**config.mk**
```make
export PLATFORM = sky130hd
export DESIGN_NAME = apb_i2c_cmd_arbiter
export DESIGN_NICKNAME = d
export VERILOG_FILES = /design/src/rtl/apb_i2c_cmd_arbiter.sv
export SDC_FILE = /design/constraint.sdc
export NUM_CORES = 1
export LEC_CHECK = 0
export ABC_AREA = 1
export BUFFER_PORTS_ARGS = -buffer_cell sky130_fd_sc_hd__buf_2
export CORE_MARGIN = 4
export CORE_UTILIZATION = 45
export DETAILED_ROUTE_END_ITERATION = 12
export PLACE_DENSITY = 0.84
export RECOVER_POWER = 50
export SYNTH_ARGS = -nofsm -noshare
export SYNTH_HDL_FRONTEND = slang
export SYNTH_SLANG_ARGS = --single-unit
```
**constraint.sdc**
```tcl
create_clock -name PCLK -period 3 [get_ports PCLK]
set_input_delay 0.45 -clock PCLK [delete_from_list [all_inputs] [get_ports PCLK]]
set_output_delay 0.45 -clock PCLK [all_outputs]
set_load 0.02 [all_outputs]
```
**src/rtl/apb_i2c_cmd_arbiter.sv**
```systemverilog
// Two-requester round-robin arbiter that issues one APB transfer per grant.
// Ports: PCLK/PRESET, REQ_* requester side, RSP_*/BUSY status, P* APB master.
module apb_i2c_cmd_arbiter #(
  parameter int unsigned TIMEOUT_CYCLES = 16
) (
  input  logic        PCLK,
  input  logic        PRESET,
  input  logic [1:0]  REQ_VALID,
  input  logic [1:0]  REQ_WRITE,
  input  logic [3:0]  REQ_REG,
  input  logic [63:0] REQ_WDATA,
  output logic [1:0]  REQ_ACK,
  output logic [31:0] RSP_RDATA,
  output logic        RSP_ERR,
  output logic        BUSY,
  output logic        PSELx,
  output logic        PENABLE,
  output logic        PWRITE,
  output logic [31:0] PADDR,
  output logic [31:0] PWDATA,
  input  logic [31:0] PRDATA,
  input  logic        PREADY,
  input  logic        PSLVERR
);

  localparam logic [1:0] S_IDLE   = 2'd0;
  localparam logic [1:0] S_SETUP  = 2'd1;
  localparam logic [1:0] S_ACCESS = 2'd2;
  localparam logic [1:0] S_RESP   = 2'd3;

  localparam logic [7:0] TO = 8'(TIMEOUT_CYCLES);

  logic [1:0]  state_q, state_d;
  logic        last_q, last_d;
  logic        gnt_q, gnt_d;
  logic        wr_q, wr_d;
  logic [1:0]  reg_q, reg_d;
  logic [31:0] wdata_q, wdata_d;
  logic [7:0]  cnt_q, cnt_d;
  logic [31:0] rdata_q, rdata_d;
  logic        err_q, err_d;

  logic        gnt;
  logic        sel_wr;
  logic [1:0]  sel_reg;
  logic [31:0] sel_wdata;
  logic        illegal;
  logic [7:0]  cnt_inc;
  logic        st_idle, st_setup;
  logic        st_access, st_resp;
  logic        apb_on;

  assign st_idle   = (state_q == S_IDLE);
  assign st_setup  = (state_q == S_SETUP);
  assign st_access = (state_q == S_ACCESS);
  assign st_resp   = (state_q == S_RESP);

  // Tie goes to whoever was not granted last.
  always_comb begin
    if (REQ_VALID == 2'b11) gnt = ~last_q;
    else                    gnt = REQ_VALID[1];
  end

  assign sel_wr    = REQ_WRITE[gnt];
  assign sel_reg   = gnt ? REQ_REG[3:2] : REQ_REG[1:0];
  assign sel_wdata = gnt ? REQ_WDATA[63:32]
                         : REQ_WDATA[31:0];

  // RX FIFO is read-only, TX FIFO is write-only.
  assign illegal = ( sel_wr && sel_reg == 2'd1) ||
                   (!sel_wr && sel_reg == 2'd0);

  assign cnt_inc = cnt_q + 8'd1;

  always_comb begin
    state_d = state_q;
    last_d  = last_q;
    gnt_d   = gnt_q;
    wr_d    = wr_q;
    reg_d   = reg_q;
    wdata_d = wdata_q;
    cnt_d   = cnt_q;
    rdata_d = rdata_q;
    err_d   = err_q;
    unique case (1'b1)
      st_idle: begin
        if (|REQ_VALID) begin
          gnt_d   = gnt;
          last_d  = gnt;
          wr_d    = sel_wr;
          reg_d   = sel_reg;
          wdata_d = sel_wdata;
          if (illegal) begin
            err_d   = 1'b1;
            state_d = S_RESP;
          end else begin
            cnt_d   = 8'd0;
            state_d = S_SETUP;
          end
        end
      end
      st_setup: begin
        state_d = S_ACCESS;
      end
      st_access: begin
        // PREADY takes priority over an expiring count.
        if (PREADY) begin
          err_d = PSLVERR;
          if (!wr_q) rdata_d = PRDATA;
          state_d = S_RESP;
        end else begin
          cnt_d = cnt_inc;
          if (cnt_inc == TO) begin
            err_d   = 1'b1;
            state_d = S_RESP;
          end
        end
      end
      st_resp: begin
        state_d = S_IDLE;
      end
      default: begin
        state_d = S_IDLE;
      end
    endcase
  end

  always_ff @(posedge PCLK or posedge PRESET) begin
    if (PRESET) begin
      state_q <= S_IDLE;
      last_q  <= 1'b1;
      gnt_q   <= 1'b0;
      wr_q    <= 1'b0;
      reg_q   <= 2'd0;
      wdata_q <= 32'd0;
      cnt_q   <= 8'd0;
      rdata_q <= 32'd0;
      err_q   <= 1'b0;
    end else begin
      state_q <= state_d;
      last_q  <= last_d;
      gnt_q   <= gnt_d;
      wr_q    <= wr_d;
      reg_q   <= reg_d;
      wdata_q <= wdata_d;
      cnt_q   <= cnt_d;
      rdata_q <= rdata_d;
      err_q   <= err_d;
    end
  end

  assign apb_on    = st_setup | st_access;
  assign PSELx     = apb_on;
  assign PENABLE   = st_access;
  assign PWRITE    = apb_on & wr_q;
  assign PADDR     = apb_on ? {28'd0, reg_q, 2'b00}
                            : 32'd0;
  assign PWDATA    = apb_on ? wdata_q : 32'd0;
  assign BUSY      = ~st_idle;
  assign REQ_ACK   = st_resp ? (gnt_q ? 2'b10 : 2'b01)
                             : 2'b00;
  assign RSP_RDATA = rdata_q;
  assign RSP_ERR   = err_q;

endmodule

```
* Word level (Yosys, flattened, before mapping)
Index checks and enable logic that the tools add are counted.
Cells by class: reduce and logical (&&, ||, !) cells 13, bitwise logic cells 5, $add $sub $neg 1, multiplexer cells 23, equality and inequality tests 11, $lt $le $gt $ge 1
Operators with widths (count):
- 32-bit two-way mux | 2
- 8-bit two-way mux | 3
- 8-bit case mux with 2 select lines | 1
- 2-bit two-way mux | 7
- 8-bit by 1-bit adder with 8-bit output, second input constant | 1
- 8-bit by 5-bit == test with 1-bit output, second input constant | 1
- 4-bit AND reduction | 2
- 1-bit two-way mux | 7
- 2-bit == test, second input constant | 3
- 2-bit inequality test, second input constant | 3
- 2-bit case mux with 3 select lines | 1
- 2-bit by 1-bit == test with 1-bit output, second input constant | 2
- 2-bit logical NOT | 2
- 4-bit two-way mux | 1
- 2-bit AND reduction | 2
- 3-bit by 2-bit inequality test with 1-bit output, second input constant | 1
- 1-bit inverter | 3
- 3-bit AND reduction | 1
- 1-bit logical AND | 2
- 1-bit by 2-bit < comparator with 1-bit output, second input constant | 1
- 2-bit by 1-bit inequality test with 1-bit output, second input constant | 1
- 1-bit case mux with 2 select lines | 1
- 2-bit nonzero test | 1
- 2-bit OR reduction | 1
- other kinds (4) | 4
Word-level totals: logic and storage cells 63, bits of input ports 108, bits in registers 80, output and inout port bits 103

* Logic depth before layout (Yosys ltp)
Gate-level depths: netlist (run 1).
word-level depth 10, mapped depth 13, mapped depth without buffers 12

* Worst setup path before layout (run 1)
OpenSTA, ideal clock, no wires.
kind register to output, start point register state_q[0], end point output PWDATA[10], arrival 1.596 ns, cell stages (with the launch flop) 7, buffers on the path 2, setup slack 0.954 ns, cells stage by stage dfrtp_1 > inv_1 > ha_1 > clkbuf_1 > clkbuf_1 > nand2_1 > inv_1
Between the ends: word-level cells in the longest chain between the ends 3, elaborated cells on any way between the ends 4, classes of those cells eq/ne (2); mux (1); bitwise (1)
Ends and longest elaborated chain:
- from (decl) | RTL line 33 | logic [1:0] state_q, state_d;
- from (signal assigned) | RTL line 140 | state_q <= state_d;
- 2-bit by 1-bit == test with 1-bit output / 2-bit == test (equally long branches) | RTL line 54, 55
- 1-bit OR (*) | RTL line 152 | assign apb_on = st_setup | st_access;
- named net PSELx | RTL line 16 | output logic PSELx,
- 32-bit two-way mux (*) | RTL line 158 | assign PWDATA = apb_on ? wdata_q : 32'd0;
- to (decl) | RTL line 20 | output logic [31:0] PWDATA,
Mark *: on every way through the listed nets, which the timed path passes. The rest lies on a longest branch.

* Final worst setup path (run 1)
start point register state_q[0], end point output PWDATA[18]
Between the ends: word-level cells in the longest chain between the ends 3, elaborated cells on any way between the ends 4, classes of those cells eq/ne (2); mux (1); bitwise (1)
Ends and longest elaborated chain (RTL line):
- 2-bit by 1-bit == test with 1-bit output / 2-bit == test (equally long branches) | 54, 55
- 1-bit OR (*) | 152
- 32-bit two-way mux (*) | 158
Every way passes the cells marked *; elsewhere a longest branch is shown, timed or not.

==> results of run 1 <==
==> power by group <==
group	total [mW]	switching (mW)	internal, mW
Clock	0.748	0.416	0.332
Combinational	3.24	2.07	1.18
Sequential	1.89	0.299	1.59
==> routing by layer <==
metal  part of all wire  wire, µm  global-route usage  up-vias
met5            0.00063         7                   0        -
met4              0.018       202             0.06667        2
met3              0.098      1082             0.05100       22
met2               0.48      5331              0.3335      183
met1               0.40      4417              0.2249     1788
li1                   -         -                   -     1845
==> worst min-delay path by stage <==
stage	startpoint	to	slack, ns	cells after the start
3_5_place_dp	last_q	last_q	0.46	2
2_1_floorplan	last_q	last_q	0.45	2
4_1_cts	PRESET	RSP_RDATA[6]	0.19	2
5_1_grt	PRDATA[18]	RSP_RDATA[18]	0.30	2
6_report	PRDATA[30]	RSP_RDATA[30]	0.33	2
3_3_place_gp	last_q	last_q	0.46	2
==> logic make-up (layout without fill, tap and decap cells) <==
family                     count (synthesis)  in the layout  share of synthesized area
xor gates and xnor gates                   2              2                   0.004018
buffers and inverters                    113            264                     0.1323
adders and majority gates                  5              5                    0.01435
AOI/OAI and AO/OA                         81             81                    0.09813
muxes                                     33             33                     0.1136
DFF                                       80             80                     0.4594
other                                      1             30                  0.0008600
and+or+nand+nor                          179            179                     0.1773
==> cell usage after synthesis (all sizes together) <==
cell	instances
a21oi	3
nor2	41
mux2i	1
nand3	17
a31oi	1
buf	38
or2	3
nand3b	1
xor2	1
inv	61
nand4	3
nand2	114
clkbuf	14
dfstp	1
ha	5
o21bai	1
mux2	32
conb	1
dfrtp	79
o21ai	76
xnor2	1
==> critical path, delay by kind of cell, from the launching register on <==
kind                     cells  cell delay, ns
buffers and inverters        4            0.54
flip-flops                   1            0.41
adder cells (fa/ha/maj)      1            0.30
AND/OR/NAND/NOR              1            0.08
==> area by class of cell <==
cell class | count | area (µm²) | area share
flip-flops and latches | 80 | 2003 | 0.3712
multi-input cells | 330 | 1887 | 0.3496
repair buffers | 187 | 922.1 | 0.1709
inverters | 61 | 235.2 | 0.04359
well taps | 129 | 161.4 | 0.02991
clock buffers | 10 | 137.6 | 0.02550
clock inverters | 6 | 50.05 | 0.009274
==> placed cells by master (no fill, tap or decap), types with 6 or more instances in the layout <==
| cell | synthesis | routed |
|---|---|---|
| buf_2 | 4 | 145 |
| nand2_1 | 103 | 104 |
| dfrtp_1 | 79 | 79 |
| inv_1 | 57 | 56 |
| nor2_1 | 40 | 40 |
| o21ai_0 | 36 | 36 |
| o21ai_1 | 36 | 36 |
| clkbuf_1 | 14 | 35 |
| mux2_4 | 30 | 30 |
| conb_1 | 1 | 30 |
| nand3_1 | 17 | 17 |
| clkbuf_8 | 0 | 10 |
| buf_4 | 30 | 6 |
==> per-stage QoR <==
stage               hold WS, ns    util
CTS                      0.1886  0.5835
global placement         0.4607  0.5634
floorplan                0.4505       -
detailed placement       0.4621  0.5634
global route             0.2961  0.5785
finish                   0.3302  0.5785
==> state kept, by name, indices dropped and copies added, names as in the netlist <==
| name | cells |
|---|---|
| wdata_q | 32 |
| reg_q | 2 |
| RSP_RDATA | 32 |
| wr_q | 1 |
| gnt_q | 1 |
| state_q | 2 |
| cnt_q | 8 |
| RSP_ERR | 1 |
| last_q | 1 |
==> run_results.csv, run 1 <==
group,metric,value,unit
outcome,outcome,"complete, but fails checks",
outcome,violations,"max-capacitance violations, max-slew violations",
power,power.density,1090,mW/mm²
synth,syn_avg_cell_area,8.827,µm²
detailed_routing,first_iter_violations,117,
floorplan,die_h,106.4,µm
synth,netlist.top_cell.by_area,"dfrtp_1",
setup_path,crit_type,"reg2out",
detailed_routing,vias,3840,
layout,nets,782,
global_route,grt_usage,0.1903,
detailed_routing,first_pass_iters,4,
setup_path,cp_slowest_cell,"dfrtp_1",
floorplan,core_region_area,0.009328,mm²
layout,area_growth,23.76,%
sta,setup_violations,0,
global_route,grt_max_degree,43,
sta,finClkSkew,0.007474,ns
setup_path,cp-end-kind,"output port",
setup_path,ff2ff_setup_slack,0.86,ns
setup_path,crit_end,"PWDATA[18]",
detailed_routing,via_per_inst,4.782,
power,power,5.882,mW
sta,worst_slew_pin_slew,1.892,ns
clock_tree,cts_made_buffers,9,
detailed_routing,routedWlPerCell,13.75,µm
setup_path,crit_chain,"inv_1, ha_1, buf_4, nand2_1, inv_1, buf_2",
clock_tree,cts_sinks,80,
placed_design,globalplace.congestion,0.8201,
synth,synthDistinctLibCells,34,
floorplan,start_util,0.4675,
floorplan,io_pins,211,
layout,stdcell_area,0.005396,mm²
setup_path,r2r_cells,6,
clock_tree,cts_setup_buffers,0,
placed_design,dp_cells,787,
floorplan,die-area,0.01133,mm²
clock_tree,hold_buffers,0,
layout,fin_cells,803,
setup_path,startpoint_type,"flop",
power,ir_drop,482.3,µV
clock_tree,cts_tree,"built",
sta,fmax,0.4632,GHz
sta,setup_tns,0,ns
min_path,hold_path_class,"in2reg",
sta,min_period,2.159,ns
global_route,grt_overflow_total,0,
detailed_routing,ant_nets,0,
clock_tree,cts_resized,0,
global_route,grt_pass1_wl,17410,µm
placed_design,place_hpwl,8312,µm
placed_design,place_ws,0.8466,ns
synth,synth_cells,494,
global_route,grt_antenna_before_repair,1,
clock_tree,h-tree-depth,3,
job,max_cap_violations,1,
synth,synth.cell_area,0.004360,mm²
setup_path,critPathLaunch,"state_q[0]",
clock_tree,worstSkewPairLatency,0.35,ns
setup_path,reg2reg_to,"RSP_RDATA[22]",
setup_path,slowest_delay,0.41,ns
synth,yosys_warnings,0,
synth,ys_seq_elements,80,
power,p_leak,3.094,nW
global_route,grt_pass1_vias,3692,
sta,drv_slew,42,
sta,finalWorstSetupSlack,0.8411,ns
clock_tree,cts-root-buf,"clkbuf_8",
sta,fin_crit_sh,0.7196,
layout,antenna_cells,0,
clock_tree,clkSlewWorstSetupHoldPaths,0.09,ns
clock_tree,clockBufferDepth,2,
layout,drive_gt1_frac,0.3368,
placed_design,post_dp_cell_area,0.005255,mm²
sta,finalHoldViolations,0,
setup_path,cp.required,2.55,ns
sta,rsz0062_at_grt,"no",
detailed_routing,drcViolationCount,0,
sta,maxSlewHeadroom,-0.2681,
layout,n_fill_cell,867,
setup_path,arrival,1.71,ns
setup_path,cpMostUsedCell,"inv_1",
setup_path,rr_startpoint,"state_q[0]",
detailed_routing,wl,11040,µm
synth,synth.area.top_cells,"dfrtp_1 45%, mux2_4 10%, nand2_1 8.9%, buf_4 5.2%, inv_1 4.9%",
placed_design,io_buffer_count,180,
floorplan,fp.dieW,106.4,µm
setup_path,path_max_fanout,20,
synth,synth_top_area_frac,0.4534,
floorplan,rows,35,
synth,synth.yosys.seq_area_share,0.4594,
Power figures use the tool's default switching activity.
==> run 2: changes to the inputs <==
Settings changed: ABC_AREA 1 to 0, PLACE_DENSITY 0.84 to 0.85.
Clock period 3 ns to 2.1 ns, I/O delays scaled along.
==> run 2 against run 1 <==
  * The run now ends clean
  * Total power increased by 37%
  * Utilization is 3.1 points higher
  * Flip-flop and latch count unchanged
  * Die area down 5.2%
  * Final area fell by 0.53%
  * Setup slack lost 0.77 ns
  * Final cell count down 15%
  * Critical path type unchanged
  * Critical endpoint is now PWDATA[0]
  * Largest cell class unchanged
==> run_results.csv, run 2 <==
group,metric,value,unit
power,power.density,1498,mW/mm²
clock_tree,clockBufferDepth,2,
clock_tree,cts_made_buffers,9,
min_path,hold_path_class,"in2reg",
detailed_routing,ant_nets,0,
job,max_cap_violations,0,
placed_design,io_buffer_count,180,
power,power.share.clock,0.144,
layout,fin_cells,683,
layout,layout_common_cells,"146 x buf_2, 76 x dfrtp_1, 41 x nand2_1, 38 x mux2i_1, 36 x and2_1",
sta,finClkSkew,0.01372,ns
layout,area_growth,30.36,%
global_route,grt_pass1_wl,16420,µm
setup_path,startpoint_type,"flop",
sta,finalHoldViolations,0,
clock_tree,clkSlewWorstSetupHoldPaths,0.10,ns
floorplan,die-area,0.01074,mm²
global_route,grt_pass1_vias,3497,
global_route,grt_usage,0.1858,
placed_design,place_ws,-0.05454,ns
sta,holdWs,0.1760,ns
power,combPwrFrac,0.525,
power,p_leak,2.675,nW
clock_tree,worstSkewPairLatency,0.35,ns
detailed_routing,first_pass_iters,4,
global_route,grt_max_degree,81,
layout,stdcell_area,0.005368,mm²
clock_tree,cts_tree,"built",
layout,layout_commonest_cell,"buf_2",
power,p_switching,3.571,mW
floorplan,start_util,0.4676,
synth,synth_edf_count,0,
clock_tree,cts_sinks,80,
setup_path,cp.required,1.78,ns
setup_path,crit_type,"reg2out",
setup_path,arrival,1.71,ns
synth,synth.yosys.seq_area_share,0.4865,
synth,async_flop_share,1.000,
floorplan,io_pins,211,
synth,ys_seq_elements,80,
layout,drive_gt1_frac,0.3843,
detailed_routing,drcViolationCount,0,
setup_path,cp-end-kind,"output port",
placed_design,dp_cells,661,
outcome,outcome,"finished clean",
synth,synth_top_area_frac,0.4801,
sta,finalWorstSetupSlack,0.07101,ns
clock_tree,hold_buffers,0,
placed_design,place_hpwl,7806,µm
synth,yosys_warnings,0,
synth,yosysMostFrequentCell,"dfrtp_1",
global_route,grt_antenna_before_repair,0,
synth,synth.cell_area,0.004118,mm²
detailed_routing,routedWlPerCell,14.92,µm
synth,syn_avg_cell_area,10.84,µm²
detailed_routing,first_iter_violations,83,
placed_design,post_dp_cell_area,0.005122,mm²
synth,netlist.top_cell.by_area,"dfrtp_1",
power,power,8.039,mW
sta,fmax,0.4929,GHz
layout,antenna_cells,0,
floorplan,rows,34,
clock_tree,cts-root-buf,"clkbuf_8",
power,switching_share,0.4442,
placed_design,globalplace.congestion,0.8059,
clock_tree,h-tree-depth,3,
detailed_routing,via_per_inst,4.912,
power,p_int,4.468,mW
setup_path,r2r_cells,9,
sta,min_period,2.029,ns
synth,synth.area.top_cells,"dfrtp_1 48%, mux2i_1 9.2%, mux2_2 6.0%, and2_1 5.5%, buf_4 5.5%",
sta,rsz0062_at_grt,"yes",
floorplan,core_region_area,0.008806,mm²
sta,drv_slew,0,
sta,fin_crit_sh,0.9662,
power,seqPwrFrac,0.330,
synth,synthDistinctLibCells,48,
floorplan,die_h,103.7,µm
sta,worst_slew_pin_slew,1.081,ns
layout,post-route-util,0.6095,
global_route,grt_overflow_total,0,
floorplan,fp.dieW,103.7,µm
sta,maxSlewHeadroom,0.2796,
power,ir_drop,640.7,µV
sta,setup_tns,0,ns
synth,synth_cells,380,
min_path,whs_path_depth,2,
synth,synth-main-ff-cell,"dfrtp_1",
detailed_routing,wl,10190,µm
layout,nets,683,
sta,setup_violations,0,
synth,synth_common_cells,"79 x dfrtp_1, 41 x nand2_1, 38 x mux2i_1",
detailed_routing,vias,3355,
setup_path,path_max_fanout,26,
## run 2: cell types whose count changed in the layout (fill, tap and decap cells not counted), sizes merged, moves of 5 or more
cell / before / now
inv: 62 / 6
a31oi: 1 / 6
o21ai: 76 / 38
and2: 0 / 36
nand3: 17 / 3
buf: 152 / 164
nor2: 41 / 4
mux2i: 1 / 38
nand2: 114 / 41
## run 2: path summary, 6_finish.rpt
path / endpoint / slack, ns / startpoint
worst min-delay path: RSP_RDATA[13] / 0.18 / PRDATA[13]
max in group asynchronous: cnt_q[3] / 0.99 / PRESET
worst max-delay path: PWDATA[0] / 0.07 / state_q[0]
worst max register to register: cnt_q[3] / 0.09 / state_q[0]
min in group asynchronous: RSP_ERR / 0.36 / PRESET
worst min register to register: wdata_q[21] / 0.48 / wdata_q[21]
## run 2: kinds of logic (layout without fill, tap and decap cells)
family                     after synthesis  count (layout)  share of synthesized area
and+or+nand+nor                        101             101                     0.1361
DFF                                     80              80                     0.4865
muxes                                   71              71                     0.1826
AOI/OAI and AO/OA                       62              62                    0.08934
buffers and inverters                   55             221                    0.07870
adders and majority gates                5               5                    0.01519
xor gates and xnor gates                 5               5                    0.01064
other                                    1              30                  0.0009107
## run 2: final cells by class
type / instances / area, µm²
fillers: 759 / 3438
flip-flops and latches: 80 / 2007
multi-input cells: 274 / 1963
repair buffers: 199 / 1033
well taps: 108 / 135.1
clock buffers: 9 / 123.9
clock inverters: 7 / 78.83
inverters: 6 / 26.28
## run 2: routing by layer
layer  GRT usage  up-vias  part of all wire
met1      0.2150     1577              0.39
met3     0.05535       12             0.077
met4     0.05223        0             0.016
met5           0        -                 0
met2      0.3336      144              0.51
li1            -     1622                 -
## run 2: power by group through the flow
stage	registers, mW	clock network (mW)	logic [mW]
floorplan	3.01	0	2.41
global placement	2.62	0	4.15
detailed placement	2.67	0	4.24
CTS	2.65	1.19	4.27
global route	2.75	1.26	4.61
finish	2.66	1.16	4.22
## run 2: worst max-delay path, stage by stage, from the launching register on
cell	delay (ns)
dfrtp_1	0.40
inv_1	0.10
ha_2	0.36
buf_8	0.17
and2_1	0.16
buf_2	0.17
## run 2: timing repair
item,CTS,global route
pin swaps,0,1
resized for setup,5,6
buffers inserted,0,6
endpoints found under the setup margin,2,10
